## src/rtl/pc_return_stack.sv

```systemverilog
// Return-address LIFO for the multicycle CPU.
// Circular buffer: a push while full overwrites the oldest entry, so the
// stack never stalls. Overflow/underflow are sticky until clr_err.
module pc_return_stack #(
    parameter int WIDTH = 32,
    parameter int DEPTH = 8,
    parameter int AW    = 3
) (
    input  logic             clk,
    input  logic             rst,
    input  logic             push,
    input  logic [WIDTH-1:0] push_addr,
    input  logic             pop,
    output logic [WIDTH-1:0] top_addr,
    output logic             empty,
    output logic             full,
    output logic [AW:0]      count,
    output logic             overflow,
    output logic             underflow,
    input  logic             clr_err
);

    localparam logic [AW:0]   DEPTH_C = (AW+1)'(DEPTH);
    localparam logic [AW:0]   CNT_ONE = (AW+1)'(1);
    localparam logic [AW-1:0] PTR_ONE = AW'(1);

    logic [WIDTH-1:0] mem_q [DEPTH];
    logic [WIDTH-1:0] mem_d [DEPTH];
    logic [AW-1:0]    tp_q, tp_d;
    logic [AW-1:0]    top_idx;
    logic [AW:0]      count_q, count_d;
    logic             overflow_q, overflow_d;
    logic             underflow_q, underflow_d;
    logic             set_ovf, set_unf;

    // tp is the next free slot, so the top lives one below it (wrapping).
    assign top_idx   = tp_q - PTR_ONE;
    assign top_addr  = mem_q[top_idx];
    assign count     = count_q;
    assign empty     = (count_q == '0);
    assign full      = (count_q == DEPTH_C);
    assign overflow  = overflow_q;
    assign underflow = underflow_q;

    // Next-state: push/pop/replace-top and sticky error flags.
    always_comb begin
        mem_d   = mem_q;
        tp_d    = tp_q;
        count_d = count_q;

        if (push && pop && !empty) begin
            // Tail call: replace the top in place.
            mem_d[top_idx] = push_addr;
        end else if (push) begin
            // Also covers push+pop on an empty stack.
            mem_d[tp_q] = push_addr;
            tp_d        = tp_q + PTR_ONE;
            if (!full) begin
                count_d = count_q + CNT_ONE;
            end
        end else if (pop && !empty) begin
            tp_d    = tp_q - PTR_ONE;
            count_d = count_q - CNT_ONE;
        end

        set_ovf = push && !pop && full;
        set_unf = pop && empty;

        // A new error in the same cycle as clr_err keeps the flag set.
        overflow_d  = (overflow_q  && !clr_err) || set_ovf;
        underflow_d = (underflow_q && !clr_err) || set_unf;
    end

    // State registers; reset also clears storage so top_addr reads 0.
    always_ff @(posedge clk or posedge rst) begin
        if (rst) begin
            for (int i = 0; i < DEPTH; i++) begin
                mem_q[i] <= '0;
            end
            tp_q        <= '0;
            count_q     <= '0;
            overflow_q  <= 1'b0;
            underflow_q <= 1'b0;
        end else begin
            mem_q       <= mem_d;
            tp_q        <= tp_d;
            count_q     <= count_d;
            overflow_q  <= overflow_d;
            underflow_q <= underflow_d;
        end
    end

endmodule

```

## config.mk

```make
export PLATFORM = sky130hd
export DESIGN_NAME = pc_return_stack
export DESIGN_NICKNAME = d
export VERILOG_FILES = /design/src/rtl/pc_return_stack.sv
export SDC_FILE = /design/constraint.sdc
export NUM_CORES = 1
export LEC_CHECK = 0
export BUFFER_PORTS_ARGS = -buffer_cell sky130_fd_sc_hd__buf_2
export CORE_MARGIN = 2
export CORE_UTILIZATION = 30
export CTS_BUF_LIST = sky130_fd_sc_hd__clkbuf_2
export DETAILED_ROUTE_END_ITERATION = 6
export PLACE_DENSITY = 0.48
export SYNTH_ARGS = -nofsm -noshare
export SYNTH_HDL_FRONTEND = slang
export SYNTH_SLANG_ARGS = --single-unit
```

## constraint.sdc

```tcl
create_clock -name clk -period 19.3 [get_ports clk]
set_clock_uncertainty 0.2 [all_clocks]
set_input_delay 1.93 -clock clk [delete_from_list [all_inputs] [get_ports clk]]
set_output_delay 1.93 -clock clk [all_outputs]
set_load 0.1 [all_outputs]
```

Word-level counts from Yosys, hierarchy flattened
Cells that the tools add are included.
- bits in registers: 265
- input bits: 37
- add/subtract/negate cells: 4
- $lt $le $gt $ge: 4
- equality and inequality tests: 2
- muxes and demuxes: 16
- bitwise gates (word level): 3
- reductions and logical operators: 20
- operator list (cell ; count):
    $bwmux 256 ; 2
    $mux 256 ; 2
    $demux 32 s3 ; 2
    $mux 32 ; 4
    $bmux 32 s3 ; 1
    $mux 4 ; 3
    $logic_and 1x1->1 ; 10
    $ge 4x4->1 const B ; 2
    $lt 4x1->1 const B ; 2
    $not 3->4 ; 2
    $mux 3 ; 2
    $add 4x1->4 const B ; 1
    $eq 4x4->1 const B ; 1
    $logic_not 4->1 ; 1
    $reduce_bool 2->1 ; 2
    $sub 4x1->4 const B ; 1
    $add 3x1->3 const B ; 1
    $logic_not 1->1 ; 3
    $reduce_and 3->1 ; 1
    $sub 3x1->3 const B ; 1
    $logic_or 1x1->1 ; 2
    $ne 2x2->1 const B ; 1
    $reduce_and 2->1 ; 1
    $not 1->1 ; 1

Logic depth before layout (Yosys ltp)
- depth after elaboration: 8
- depth in mapped cells: 11
- mapped depth without buffers: 6

Least setup slack after synthesis
Ideal clock, no wire load.
- kind: reg-to-output
- start point: reg tp_q[0]
- end point: out top_addr[10]
- arrival time: 4.582 ns
- data required time: 17.170 ns
- setup slack: 12.588 ns
- cell stages (with the launch flop): 11
- path buffers: 5
- cells stage by stage: dfrtp_1 > buf_2 > buf_2 > buf_1 > inv_1 > ha_1 > clkbuf_1 > clkbuf_1 > mux4_2 > nor2_1 > o21ai_0
- longest elaborated chain between the ends: 5
- RTL lines (item ; RTL line ; RTL):
    start: declaration ; 29 ; logic [AW-1:0] tp_q, tp_d;
    start signal: assignment ; 86 ; tp_q <= tp_d;
    $sub 3x1->3 ; 37 ; assign top_idx = tp_q - PTR_ONE;
    named net top_idx[0] ; 30 ; logic [AW-1:0] top_idx;
    $not 3->4 (implied by the code) ; 38 ; assign top_addr = mem_q[top_idx];
    $bmux 32 s3 ; 38 ;
    $mux 32 (implied by the code) (2 in series) ; 38 ;
    end: declaration ; 14 ; output logic [WIDTH-1:0] top_addr,
The timed path passes the listed nets, and every way through them passes these cells. The select of a mux whose other input is x is not followed.

Worst setup path after layout
- start point: reg tp_q[0]
- end point: out top_addr[0]
Same word-level chain as after synthesis.

==> results.yml <==
run_status:
  outcome: "completed"
layout:
  fin_nets: 1012
  filler_cell_count: 4018
  layout_commonest_cell: "sky130_fd_sc_hd__dfrtp_1"
  synthToLayoutAreaGrowth_pct: 12.5
  drive_gt1_frac: 0.442
  multi_input_comb_area_um2: 5350
  regArea_um2: 6640
  final_cell_mix: "sky130_fd_sc_hd__dfrtp_1, sky130_fd_sc_hd__mux2_2, sky130_fd_sc_hd__clkbuf_2"
die:
  design.die.area_um2: 42600
  initial_utilization: 0.302
  number_of_rows_created_at_floorplan: 74
  core_um2: 40600
  die_h_um: 206
  horiz_die_dim_um: 206
  boundary_pin_count: 77
global_routing:
  grt_pass1_vias: 8296
  grt_pass1_wl_um: 48100
  grt_max_degree: 122
  antenna_found_initial: 3
  groute.usage.overall: 0.148
  grt.overflow.total: 0
clocking:
  register_clock_pin_slew_on_the_reported_worst_setup_and_hold_paths_ps: 70
  holdBufCountCts: 0
  numClockSinks: 265
  clock_tree_from_tritoncts: "done"
  tritoncts.num_buffers: 77
  cts_max_path_buffers: 3
  clk_latency_ps: 890
  ctsRootBufferMaster: "sky130_fd_sc_hd__clkbuf_2"
  post_cts_buffers: 0
  cts_resized: 0
  cts_max_level: 3
timing:
  slew_viol_final: 0
  hold_viol_final: 0
  timing.final.setup_violations: 0
  rsz_0062_raised_after_global_routing: "no"
  fin_crit_sh: 0.367
  timing.fmax_mhz: 141
  max_slew.worst_pin.slew_ps: 1180
  fin_tns_setup_ps: 0
  final.min_clock_period_ps: 7080
  max-slew-margin-rel: 0.210
synth:
  synth.net_count: 894
  yosys.cell_types.count: 42
  synth_sequential_area_ratio: 0.539
  synth_async_sr_flop_share: 1.00
  synth.avg_cell_area_um2: 14.4
  ys.warnings.count: 0
  syn-cell-area_um2: 12300
  syn_inst: 852
  number_of_synthesized_flops_with_an_enable_pin: 0
  postSynth.topFlopCell: "sky130_fd_sc_hd__dfrtp_1"
  ys_seq_elements: 265
setup_path:
  worstPathRequired_ps: 17170
  timing.critical_path.to_type: "output pin"
  path_max_fanout: 45
  cp_slowest_cell: "sky130_fd_sc_hd__dfrtp_4"
  cp.buffers_inverters: 3
  timing.critical_path.arrival_ps: 4950
  worst_path_cell_chain: "inv_1 > ha_4 > nor2b_2 > buf_4 > a211oi_1 > o21ai_0 > buf_2"
  crit_path_max_incr_delay_ps: 1000
  path_class: "flop to output pin"
  timing.critical_path.from_type: "flop"
  critical_path.top_delay_family: "buffers and inverters"
drt:
  num_vias: 7515
  drt_drc_violations_left: 0
  drt.antenna.violating_nets: 0
  finalWirelength_um: 30000
  drt-vias-per-instance: 4.85
  drt_first_pass_iters: 4
  wl_per_cell_um: 19.4
  detail_route.iter0.violations: 283
flow_run:
  maxCapViolations: 0
worst_hold_path:
  min-delay-path-class: "flop to flop"
placed_design:
  place.detailed.hpwl_um: 17400
  routabilityCongestion: 0.677
  port_buffers: 76
-- sequential cells by signal, indices dropped and copies added, names as in the netlist --
signal and flops:
tp_q 3, mem_q 256, underflow 1, overflow 1, count 4
-- Yosys cell counts (8+ instances only) --
library cell / instances / share of area
sky130_fd_sc_hd__dfrtp_1: 265 / 0.54
sky130_fd_sc_hd__mux2_2: 181 / 0.17
sky130_fd_sc_hd__mux2_1: 76 / 0.070
sky130_fd_sc_hd__nand2_1: 58 / 0.018
sky130_fd_sc_hd__nor2_1: 46 / 0.014
sky130_fd_sc_hd__mux4_2: 42 / 0.077
sky130_fd_sc_hd__o21ai_0: 26 / 0.011
sky130_fd_sc_hd__mux2i_1: 24 / 0.020
sky130_fd_sc_hd__a211oi_1: 22 / 0.013
sky130_fd_sc_hd__buf_6: 16 / 0.015
sky130_fd_sc_hd__clkbuf_1: 16 / 0.0049
sky130_fd_sc_hd__buf_2: 10 / 0.0041
sky130_fd_sc_hd__inv_1: 8 / 0.0024
-- final timing paths --
kind                       startpoint           to  slack [ps]  depth (start not counted)
min reg2reg                mem_q[162]   mem_q[162]         290                          1
max in group asynchronous         rst   mem_q[110]       15520                          4
min in group asynchronous         rst   mem_q[201]        1020                          2
max                           tp_q[0]  top_addr[0]       12220                          7
max reg2reg                   tp_q[0]   mem_q[202]       14310                          8
min                        mem_q[162]   mem_q[162]         290                          1
-- stage by stage --
step,utilization,cell area [µm²],hold WS (ps),setup slack (ps),cells
floorplan,-,12300,252,9870,852
global placement,0.325,13200,266,13070,1423
detailed placement,0.325,13200,273,13010,1423
CTS,0.340,13800,292,11970,1546
global route,0.340,13800,300,11840,1548
finish,0.340,13800,285,12220,1548
-- metal layers --
layer  global-route usage  part of all wire  vias to the layer above
li1                     -                 -                     3389
met1                0.196              0.47                     3950
met2                0.237              0.47                      120
met3               0.0348             0.036                       56
met4               0.0508             0.020                        0
met5                    0                 0                        -
-- cells by family (layout without fill, tap and decap cells) --
family                     count (synthesis)  in the layout  synth area share
xor gates and xnor gates                   5              5           0.00356
DFF                                      265            265             0.539
other                                      0              2                 0
muxes                                    323            323             0.332
AOI/OAI and AO/OA                         67             67            0.0452
and+or+nand+nor                          125            125            0.0424
adders and majority gates                  5              5           0.00570
buffers and inverters                     62            224            0.0319
-- cell type report --
cell class	instances	share of cell area
diodes	2	0.000362
clock buffers	109	0.0394
clock inverters	14	0.00588
inverters	8	0.00271
multi-input cells	525	0.387
flip-flops and latches	265	0.480
well taps	532	0.0481
repair buffers	93	0.0367
Power is not shown: default switching activity piles up to over one toggle a cycle in this logic, so the estimate is an artifact.
